`src/rtl/mips_pkg.sv`:
```
// Shared MIPS definitions: funct codes (ALU and HI/LO group), mul/div FSM state type
// and an operand magnitude helper.
package mips_pkg;

   localparam logic [5:0] F_SLL   = 6'b000000;
   localparam logic [5:0] F_SRL   = 6'b000010;
   localparam logic [5:0] F_SRA   = 6'b000011;
   localparam logic [5:0] F_MFHI  = 6'b010000;
   localparam logic [5:0] F_MTHI  = 6'b010001;
   localparam logic [5:0] F_MFLO  = 6'b010010;
   localparam logic [5:0] F_MTLO  = 6'b010011;
   localparam logic [5:0] F_MULT  = 6'b011000;
   localparam logic [5:0] F_MULTU = 6'b011001;
   localparam logic [5:0] F_DIV   = 6'b011010;
   localparam logic [5:0] F_DIVU  = 6'b011011;
   localparam logic [5:0] F_ADD   = 6'b100000;
   localparam logic [5:0] F_ADDU  = 6'b100001;
   localparam logic [5:0] F_SUB   = 6'b100010;
   localparam logic [5:0] F_SUBU  = 6'b100011;
   localparam logic [5:0] F_AND   = 6'b100100;
   localparam logic [5:0] F_OR    = 6'b100101;
   localparam logic [5:0] F_XOR   = 6'b100110;
   localparam logic [5:0] F_NOR   = 6'b100111;
   localparam logic [5:0] F_SLT   = 6'b101010;
   localparam logic [5:0] F_SLTU  = 6'b101011;

   localparam int STEPS = 32;

   typedef enum logic [1:0] {
      IDLE = 2'd0,
      MUL  = 2'd1,
      DIV  = 2'd2,
      FIN  = 2'd3
   } state_t;

   // Magnitude of a two's-complement value; -2**31 maps to 2**31 as unsigned.
   function automatic logic [31:0] abs32(input logic [31:0] v, input logic sgn);
      return (sgn && v[31]) ? (32'd0 - v) : v;
   endfunction

endpackage

```
`src/rtl/muldiv_step.sv`:
```
// One iteration of the serial datapath: shift-add multiply (right shift of {hi,lo})
// or restoring shift-subtract divide (left shift, lo collects quotient bits).
module muldiv_step (
   input  logic        div_mode,
   input  logic [31:0] opnd,
   input  logic [31:0] hi_in,
   input  logic [31:0] lo_in,
   output logic [31:0] hi_out,
   output logic [31:0] lo_out
);

   logic [32:0] sum;
   logic [32:0] shifted;
   logic [32:0] diff;

   // NOTE: every output gets a value on every path, so no latch is inferred.
   always_comb begin
      sum     = {1'b0, hi_in} + (lo_in[0] ? {1'b0, opnd} : 33'd0);
      shifted = {hi_in, lo_in[31]};
      diff    = shifted - {1'b0, opnd};
      hi_out  = sum[32:1];
      lo_out  = {sum[0], lo_in[31:1]};
      if (div_mode) begin
         // The partial remainder can exceed 32 bits before subtraction, so compare at 33.
         if (shifted >= {1'b0, opnd}) begin
            hi_out = diff[31:0];
            lo_out = {lo_in[30:0], 1'b1};
         end else begin
            hi_out = shifted[31:0];
            lo_out = {lo_in[30:0], 1'b0};
         end
      end
   end

endmodule

```
`src/rtl/mips_muldiv_ctrl.sv`:
```
// MIPS HI/LO multiply/divide unit: 32-cycle serial mult/div, mthi/mtlo, mfhi/mflo.
// Divide support is built only when MIPS_MULDIV_DIV_EN is defined.
module mips_muldiv_ctrl
   import mips_pkg::*;
(
   input  logic        clk,
   input  logic        reset,
   input  logic        start,
   input  logic [5:0]  funct,
   input  logic [31:0] A,
   input  logic [31:0] B,
   output logic        busy,
   output logic        done,
   output logic [31:0] hi,
   output logic [31:0] lo,
   output logic [31:0] result,
   output logic        div_by_zero
);

   state_t      state;
   logic [5:0]  cnt;
   logic [31:0] acc_hi, acc_lo, opnd;
   logic        is_div;
   logic        neg_q;
   logic [31:0] nxt_hi, nxt_lo;
   logic        step_div;
   logic [63:0] prod;
   logic        is_mult, is_divop, is_signed;
`ifdef MIPS_MULDIV_DIV_EN
   logic        neg_r;
   logic        dbz;
`endif

   assign is_mult   = (funct == F_MULT) || (funct == F_MULTU);
   assign is_divop  = (funct == F_DIV)  || (funct == F_DIVU);
   assign is_signed = (funct == F_MULT) || (funct == F_DIV);

`ifdef MIPS_MULDIV_DIV_EN
   assign step_div = is_div;
`else
   assign step_div = 1'b0;
`endif

   muldiv_step u_step (
      .div_mode (step_div),
      .opnd     (opnd),
      .hi_in    (acc_hi),
      .lo_in    (acc_lo),
      .hi_out   (nxt_hi),
      .lo_out   (nxt_lo)
   );

   assign prod   = neg_q ? (64'd0 - {acc_hi, acc_lo}) : {acc_hi, acc_lo};
   assign busy   = (state != IDLE);
   assign result = (funct == F_MFHI) ? hi : (funct == F_MFLO) ? lo : 32'd0;

   // NOTE: sequential state uses non-blocking assignments only; blocking here would race.
   always_ff @(posedge clk or posedge reset) begin
      if (reset) begin
         state       <= IDLE;
         cnt         <= 6'd0;
         hi          <= 32'd0;
         lo          <= 32'd0;
         done        <= 1'b0;
         div_by_zero <= 1'b0;
         acc_hi      <= 32'd0;
         acc_lo      <= 32'd0;
         opnd        <= 32'd0;
         is_div      <= 1'b0;
         neg_q       <= 1'b0;
`ifdef MIPS_MULDIV_DIV_EN
         neg_r       <= 1'b0;
         dbz         <= 1'b0;
`endif
      end else begin
         done        <= 1'b0;
         div_by_zero <= 1'b0;
         case (state)
            IDLE: if (start) begin
               if (is_mult) begin
                  acc_hi <= 32'd0;
                  acc_lo <= abs32(B, is_signed);
                  opnd   <= abs32(A, is_signed);
                  neg_q  <= is_signed && (A[31] ^ B[31]);
                  is_div <= 1'b0;
                  cnt    <= 6'd0;
                  state  <= MUL;
               end else if (is_divop) begin
                  is_div <= 1'b1;
                  cnt    <= 6'd0;
`ifdef MIPS_MULDIV_DIV_EN
                  // On a zero divisor acc_hi carries A straight through to hi.
                  acc_hi <= (B == 32'd0) ? A : 32'd0;
                  acc_lo <= abs32(A, is_signed);
                  opnd   <= abs32(B, is_signed);
                  neg_q  <= is_signed && (A[31] ^ B[31]);
                  neg_r  <= is_signed && A[31];
                  dbz    <= (B == 32'd0);
                  state  <= (B == 32'd0) ? FIN : DIV;
`else
                  state  <= FIN;
`endif
               end else if (funct == F_MTHI) begin
                  hi   <= A;
                  done <= 1'b1;
               end else if (funct == F_MTLO) begin
                  lo   <= A;
                  done <= 1'b1;
               end
            end
            MUL, DIV: begin
               acc_hi <= nxt_hi;
               acc_lo <= nxt_lo;
               cnt    <= cnt + 6'd1;
               if (cnt == 6'(STEPS - 1))
                  state <= FIN;
            end
            FIN: begin
               done  <= 1'b1;
               state <= IDLE;
               if (!is_div) begin
                  {hi, lo} <= prod;
               end
`ifdef MIPS_MULDIV_DIV_EN
               else if (dbz) begin
                  hi          <= acc_hi;
                  lo          <= 32'hFFFF_FFFF;
                  div_by_zero <= 1'b1;
               end else begin
                  lo <= neg_q ? (32'd0 - acc_lo) : acc_lo;
                  hi <= neg_r ? (32'd0 - acc_hi) : acc_hi;
               end
`endif
            end
            default: state <= IDLE;
         endcase
      end
   end

endmodule
```
`config.mk`:
```
export PLATFORM = sky130hd
export DESIGN_NAME = mips_muldiv_ctrl
export DESIGN_NICKNAME = d
export VERILOG_FILES = /design/src/rtl/mips_pkg.sv /design/src/rtl/muldiv_step.sv /design/src/rtl/mips_muldiv_ctrl.sv
export SDC_FILE = /design/constraint.sdc
export NUM_CORES = 1
export LEC_CHECK = 0
export BUFFER_PORTS_ARGS = -buffer_cell sky130_fd_sc_hd__buf_2
export CORE_UTILIZATION = 55
export DETAILED_ROUTE_END_ITERATION = 8
export PLACE_DENSITY = 0.73
export SYNTH_ARGS = -nofsm -noshare
export SYNTH_HDL_FRONTEND = slang
export SYNTH_SLANG_ARGS = --single-unit
```
`constraint.sdc`:
```
create_clock -name clk -period 7 [get_ports clk]
set_input_delay 1.05 -clock clk [delete_from_list [all_inputs] [get_ports clk]]
set_output_delay 1.05 -clock clk [all_outputs]
set_load 0.02 [all_outputs]
```
==> metrics.txt, run 1 <==
Max-Cap Viols=0; Netlist cell types=63; Total Neg Setup Slack=0 ns; Async SR Flop Fraction=1.00; Die Ht=151 um; Site Rows=54; reg-to-reg slack, setup=3.22 ns; most frequent cells in the layout=197 x nand2_1, 194 x o21ai_0, 170 x dfrtp_1, 170 x buf_2, 123 x nor2_1; register share of total power=0.322; final period utilization=0.556; vias per cell=6.23; Hold/Removal Path Class=reg -> reg; Pre-antenna DRT Iters=5; FF-to-FF Start=acc_lo[0]; antenna violations before repair=1; core area=21800 um^2; CP Launch Type=input port; gr ovfl total=0; leakage=0.00609 uW; Hold Vio Cnt, Final=0; # diodes=0; CTS Hold Bufs=0; Initial Utilization=0.560; # Post-CTS Setup Buffers=0; hold_ws=0.476 ns; clock group share of total power=0.160; Inserted Clock Buffers=17; largest net degree at the start of global routing=100; # clock sinks=171; placed inst area=13200 um^2; worst-skew pair later-pin latency=0.44 ns; Clock H-tree levels=4; drt wl/cell=20.6 um; Clk Tree Root Cell=clkbuf_16; final setup fails=0; R2R depth=13; commonest non-fill, non-tap cell in the layout=nand2_1; worst-path fanout max=32; # resized after CTS=0; sw frac=0.504; status=completed; Die ar.=22800 um^2; pre-CTS worst setup slack=2.95 ns; Clock transition at path regs=0.07 ns; CTS Buffer Depth=2; Comb power frac=0.519; Final #Nets=1713; worst setup path endpoint=result[24]; Avg Synthesized Cell Area=8.21 um^2; Total GRT Usage=0.347; Syn Nets=1602; kind of critical path=in -> out; sequential share of the synthesized area=0.350; io pins=172; Top FF cell, synth=dfrtp_1; arrival time worst endpoint=2.85 ns; CP startpoint=funct[2]; DRC viols=0; setup ws final=3.10 ns; vias in the first global route=10.8k; routed vias=11.8k; Post-DRT Antenna Nets=0; Area Overhead vs Synth=12.7%; Final Max Slew Viols=0; clk_skew=0.00976 ns; Initial DRC Count=1078; RSZ-0062 raised after global routing=no; Max VDD drop=0.294 mV; cell area after synthesis=12200 um^2; crit path capture type=output pin; die width=151 um; Synth Instances=1489; Rel. slew slack=0.258; FMAX=257 MHz; gp weighted congestion=0.915; flip-flop and latch count after synthesis=171; Buffers on Ports=170; DPL Wire Length=29500 um; first-pass GRT wire length=59800 um; final instance area=13800 um^2; PwrDens=445 nW/um^2; share of layout cells above drive strength 1=0.150; P_int=3040 uW; R2R Path End=acc_hi[27]; Post-synth EDFFs=0; Tightest Pin Transition=1.11 ns; Syn. warnings=0; Switch Pwr=3100 uW; final core occ=0.632; CTS tree=yes; CP Data Required Time=5.95 ns; Post-Route WL=38900 um; Tmin final=3.90 ns
-- state kept, by name (all words and copies together), names as in the netlist --
| name | count |
|---|---|
| acc_hi | 32 |
| acc_lo | 32 |
| hi | 32 |
| lo | 32 |
| opnd | 32 |
| cnt | 6 |
| state | 2 |
| done | 1 |
| is_div | 1 |
| neg_q | 1 |
-- metrics by stage --
step,cells,power [uW]
2_1_floorplan,1489,4080
3_3_place_gp,1861,5010
3_5_place_dp,1861,5100
4_1_cts,1893,6080
5_1_grt,1893,6560
6_report,1893,6140
-- logic make-up after synthesis --
group | count (synthesis) | synth area share
fa+ha+maj | 40 | 0.0415
compound gates | 438 | 0.219
simple gates | 531 | 0.209
xor+xnor | 148 | 0.106
other cells | 1 | 0.000307
mux | 47 | 0.0386
flops | 171 | 0.350
buf+inv | 113 | 0.0357
-- Yosys cell counts (4+ instances only) --
cell | instances | area, um^2
o31ai_1 | 35 | 263
nand3_1 | 27 | 135
xnor2_1 | 48 | 420
o21ai_0 | 195 | 976
or4_1 | 16 | 120
dfrtp_1 | 171 | 4280
mux2i_1 | 46 | 460
buf_1 | 9 | 33.8
clkbuf_1 | 77 | 289
a211oi_1 | 24 | 180
and2_1 | 38 | 238
or4_4 | 4 | 45.0
nor2_1 | 123 | 462
and3_1 | 6 | 37.5
a221o_1 | 4 | 40.0
ha_1 | 39 | 488
nor2b_1 | 6 | 37.5
nor3b_1 | 11 | 82.6
a221oi_1 | 10 | 87.6
nand2_1 | 197 | 739
nand4_1 | 8 | 50.1
a31oi_1 | 4 | 25.0
o21bai_1 | 6 | 45.0
nor3_1 | 21 | 105
o21a_1 | 5 | 37.5
or2_2 | 8 | 50.1
xor2_1 | 100 | 876
o41ai_1 | 19 | 166
a21o_1 | 24 | 180
nand2b_1 | 17 | 106
or3_1 | 25 | 156
inv_1 | 23 | 86.3
nor4_1 | 12 | 75.1
o221ai_1 | 8 | 70.1
a21oi_1 | 83 | 415
-- worst min-delay path by stage --
| stage | start | end | slack, ns | cells after the start |
|---|---|---|---|---|
| final | opnd[18] | opnd[18] | 0.48 | 2 |
| after CTS | opnd[18] | opnd[18] | 0.48 | 2 |
| after global placement | opnd[2] | opnd[2] | 0.46 | 2 |
| after floorplan | opnd[0] | opnd[0] | 0.44 | 2 |
| after global routing | opnd[26] | opnd[26] | 0.50 | 2 |
| after detailed placement | opnd[18] | opnd[18] | 0.46 | 2 |
-- power by group through the flow --
stage	clock [uW]	sequential (uW)	combinational, uW
2_1_floorplan	0	1960	2120
6_report	980	1980	3180
3_5_place_dp	0	1970	3130
3_3_place_gp	0	1950	3060
5_1_grt	1030	2020	3510
4_1_cts	985	1950	3140
-- worst max-delay path, cell delays in order --
cell and delay (ns):
buf_2 0.10, or3b_2 0.48, or3_1 0.75, nor2_1 0.25, buf_2 0.19
-- layer usage --
metal	global-route usage	up-vias	wire, um
li1	-	5523	-
met1	0.493	5647	17200
met2	0.532	545	17200
met3	0.0545	81	3290
met4	0.130	0	1330
met5	0	-	0
-- layout make-up --
cell class	count	area (um^2)
fill	1936	8040
multi-input combinational	1205	7530
sequential	171	4280
timing repair buffer	181	933
clock buffer	17	425
tap	280	350
clock inverter	15	173
inverter	24	95.1
Power figures use the tool's default switching activity.
==> run 2: changes to the inputs <==
- ABC_AREA: not set -> 1
- CORE_UTILIZATION: 55 -> 54
- PLACE_DENSITY: 0.73 -> 0.74
- clock period: 7 -> 3.4 ns (I/O delays scaled with it)
==> run 2 against run 1 <==
  * Setup slack worse by 2.5 ns
  * Routed wire length up 43%
  * Flip-flop and latch count unchanged
  * Via count up 40%
  * Sequential power up 97%
  * Global-route usage up 7.6 points
  * Core utilization down 1.1 points
  * Area after synthesis up 14%
  * First-iteration DRC count up 120%
==> metrics.txt, run 2 <==
setup ws final=0.573 ns (-2.53 ns); Final #Nets=2536 (+48%); CP Data Required Time=3.70 ns (-2.25 ns); Rel. slew slack=0.313 (+0.0549); Syn. warnings=0 (unchanged); FMAX=354 MHz; Clk Tree Root Cell=clkbuf_16; largest net degree at the start of global routing=89 (-11%); R2R depth=11 (-2); final instance area=15700 um^2 (+14%); DRC viols=0 (unchanged); # clock sinks=171 (unchanged); Synth Instances=2290 (+54%); share of layout cells above drive strength 1=0.109 (-0.0412); clk_skew=0.0186 ns (+0.00879 ns); vias per cell=5.97 (-4.2%); reg-to-reg slack, setup=0.57 ns (-2.65 ns); Total GRT Usage=0.423 (+0.0760); share of the synthesized area in the top cell type=0.306 (-0.0441); crit path capture type=flip-flop; gp weighted congestion=1.03 (+12%); core area=25300 um^2 (+16%); Post-DRT Antenna Nets=0 (unchanged); drt wl/cell=20.1 um (-2.2%); PwrDens=850 nW/um^2 (+91%); Tightest Pin Transition=1.03 ns (-0.0828 ns); commonest non-fill, non-tap cell in the layout=nand2_1; Post-Route WL=55700 um (+43%); # Post-CTS Setup Buffers=0 (unchanged); CTS Hold Bufs=0 (unchanged); worst-skew pair later-pin latency=0.45 ns (about the same); flip-flop and latch count after synthesis=171 (unchanged); pre-CTS worst setup slack=0.611 ns (-2.34 ns); Hold/Removal Path Class=in -> async; Post-synth top cells=595 x nand2_1, 343 x nor2_1, 334 x inv_1; routed vias=16.5k (+40%); most frequent cells in the layout=595 x nand2_1, 343 x nor2_1, 333 x inv_1; most area-consuming cells after synthesis=dfrtp_1 31%, nand2_1 16%, nor2_1 9.2%; Final Max Slew Viols=0 (unchanged); die width=163 um (+7.8%); placed inst area=15100 um^2 (+15%); Die ar.=26600 um^2 (+16%); Clock H-tree levels=4 (unchanged); XOR/XNOR share of the synthesized area=0.0194 (-0.0866); antenna violations before repair=2 (+1); Clock transition at path regs=0.08 ns (about the same); sequential share of the synthesized area=0.306 (-0.0441); Synth Area in Compound Gates=0.146 (-0.0734); Adder-Cell Fraction of Synth Area=0.0363 (-0.00523); Async SR Flop Fraction=1.00 (unchanged); Max-Cap Viols=0 (unchanged); gr ovfl total=0 (unchanged); Netlist cell types=44 (-30%); Avg Synthesized Cell Area=6.11 um^2 (-26%); Pre-antenna DRT Iters=6 (+1); kind of critical path=reg -> reg; Top FF cell, synth=dfrtp_1; CTS tree=yes; RSZ-0062 raised after global routing=no; first-pass GRT wire length=84200 um (+41%); mux cell area share after synthesis=0 (-0.0386); worst-path fanout max=21 (-34%); Max VDD drop=1.03 mV (+250%); Inserted Clock Buffers=17 (unchanged); Initial DRC Count=2333 (+120%); io pins=172 (unchanged); Syn Nets=2403 (+50%); hold_ws=0.158 ns (-0.318 ns); CP startpoint=acc_lo[0]; Synth area leader=dfrtp_1; Buffers on Ports=170 (unchanged); CP Launch Type=flip-flop; Die Ht=163 um (+7.8%); # resized after CTS=0 (unchanged); most common cell in the netlist=nand2_1; largest family of logic cells by synthesized area=simple AND/OR/NAND/NOR gates; Filler cells=2477 (+28%); Post-synth EDFFs=0 (unchanged); Initial Utilization=0.553 (-0.00787); Total Neg Setup Slack=0 ns (unchanged); final setup fails=0 (unchanged); vias in the first global route=14.7k (+36%); R2R Path End=acc_hi[12]; arrival time worst endpoint=3.13 ns (+0.28 ns); DPL Wire Length=44600 um (+51%); fraction of the mapped netlist area in simple logic gates=0.376 (+0.167); # diodes=0 (unchanged); Tmin final=2.83 ns; cell area after synthesis=14000 um^2 (+14%); Area Overhead vs Synth=12.3%; FF-to-FF Start=acc_lo[0]; Hold Vio Cnt, Final=0 (unchanged); Site Rows=58 (+7.4%); CTS Buffer Depth=2 (unchanged); status=completed; leakage=0.00853 uW (+40%); final period utilization=0.832
## run 2: cell count changes after synthesis, moves of 29 or more
cell      delta
a21oi_1     +37
and2_1      -35
clkbuf_1    -29
inv_1      +311
mux2i_1     -46
nand2_1    +398
nand3_1    +209
nor2_1     +220
o21ai_0     -66
o22ai_1     +42
o31ai_1     -34
xnor2_1     -42
xor2_1      -75
## run 2: worst max-delay path, cell delays in order (launching register included)
cell and delay [ns]:
dfrtp_1 0.77, buf_4 0.31, nand2_1 0.07, inv_1 0.05, ha_1 0.27, a21oi_1 0.28
nand2_1 0.18, nand3_1 0.10, nand2_1 0.14, or2_2 0.30, nand3_1 0.12, o21ai_0 0.11
## run 2: routing by layer
layer	share of wire	wire [um]	GRT usage
met1	0.42	23600	0.613
met4	0.037	2040	0.155
met5	0.0017	96	0.0208
met2	0.42	23100	0.616
met3	0.12	6820	0.0873
## run 2: report_power, final
part / leakage [uW] / total, uW / internal (uW) / switching, uW
clock: 0.000293 / 1980 / 991 / 987
combinational: 0.00611 / 7480 / 2200 / 5280
sequential: 0.00213 / 3910 / 2860 / 1050
total: 0.00853 / 13400 / 6050 / 7310
## run 2: layout make-up
cell class              instances  area, um^2  share of cell area
repair buffers                194        1060              0.0672
clock inverters                15         170              0.0108
flip-flops and latches        171        4280               0.272
inverters                     340        1280              0.0815
multi-input cells            1699        8090               0.515
clock buffers                  17         425              0.0271
well taps                     330         413              0.0263
## run 2: per-stage QoR
stage               total power (uW)   util  std cells
floorplan                       8660      -       2290
global placement               11000  0.597       2734
detailed placement             11100  0.597       2734
CTS                            13100  0.620       2766
global route                   14200  0.620       2766
finish                         13400  0.620       2766
## run 2: worst max-delay path by stage
stage	endpoint	slack, ns	cells past startpoint
global placement	acc_hi[26]	0.69	13
global route	acc_hi[29]	0.30	16
finish	acc_hi[12]	0.57	11
floorplan	acc_hi[0]	0.71	1
detailed placement	acc_hi[12]	0.61	11
CTS	acc_hi[12]	0.60	11
## run 2: kinds of logic (layout without fill, tap and decap cells)
kind of cell / Yosys count / after routing
AO/OA/AOI/OAI: 368 / 368
flip-flops: 171 / 171
buffers and inverters: 420 / 566
other: 1 / 1
AND/OR/NAND/NOR: 1259 / 1259
adder cells (fa/ha/maj): 40 / 40
XOR/XNOR: 31 / 31
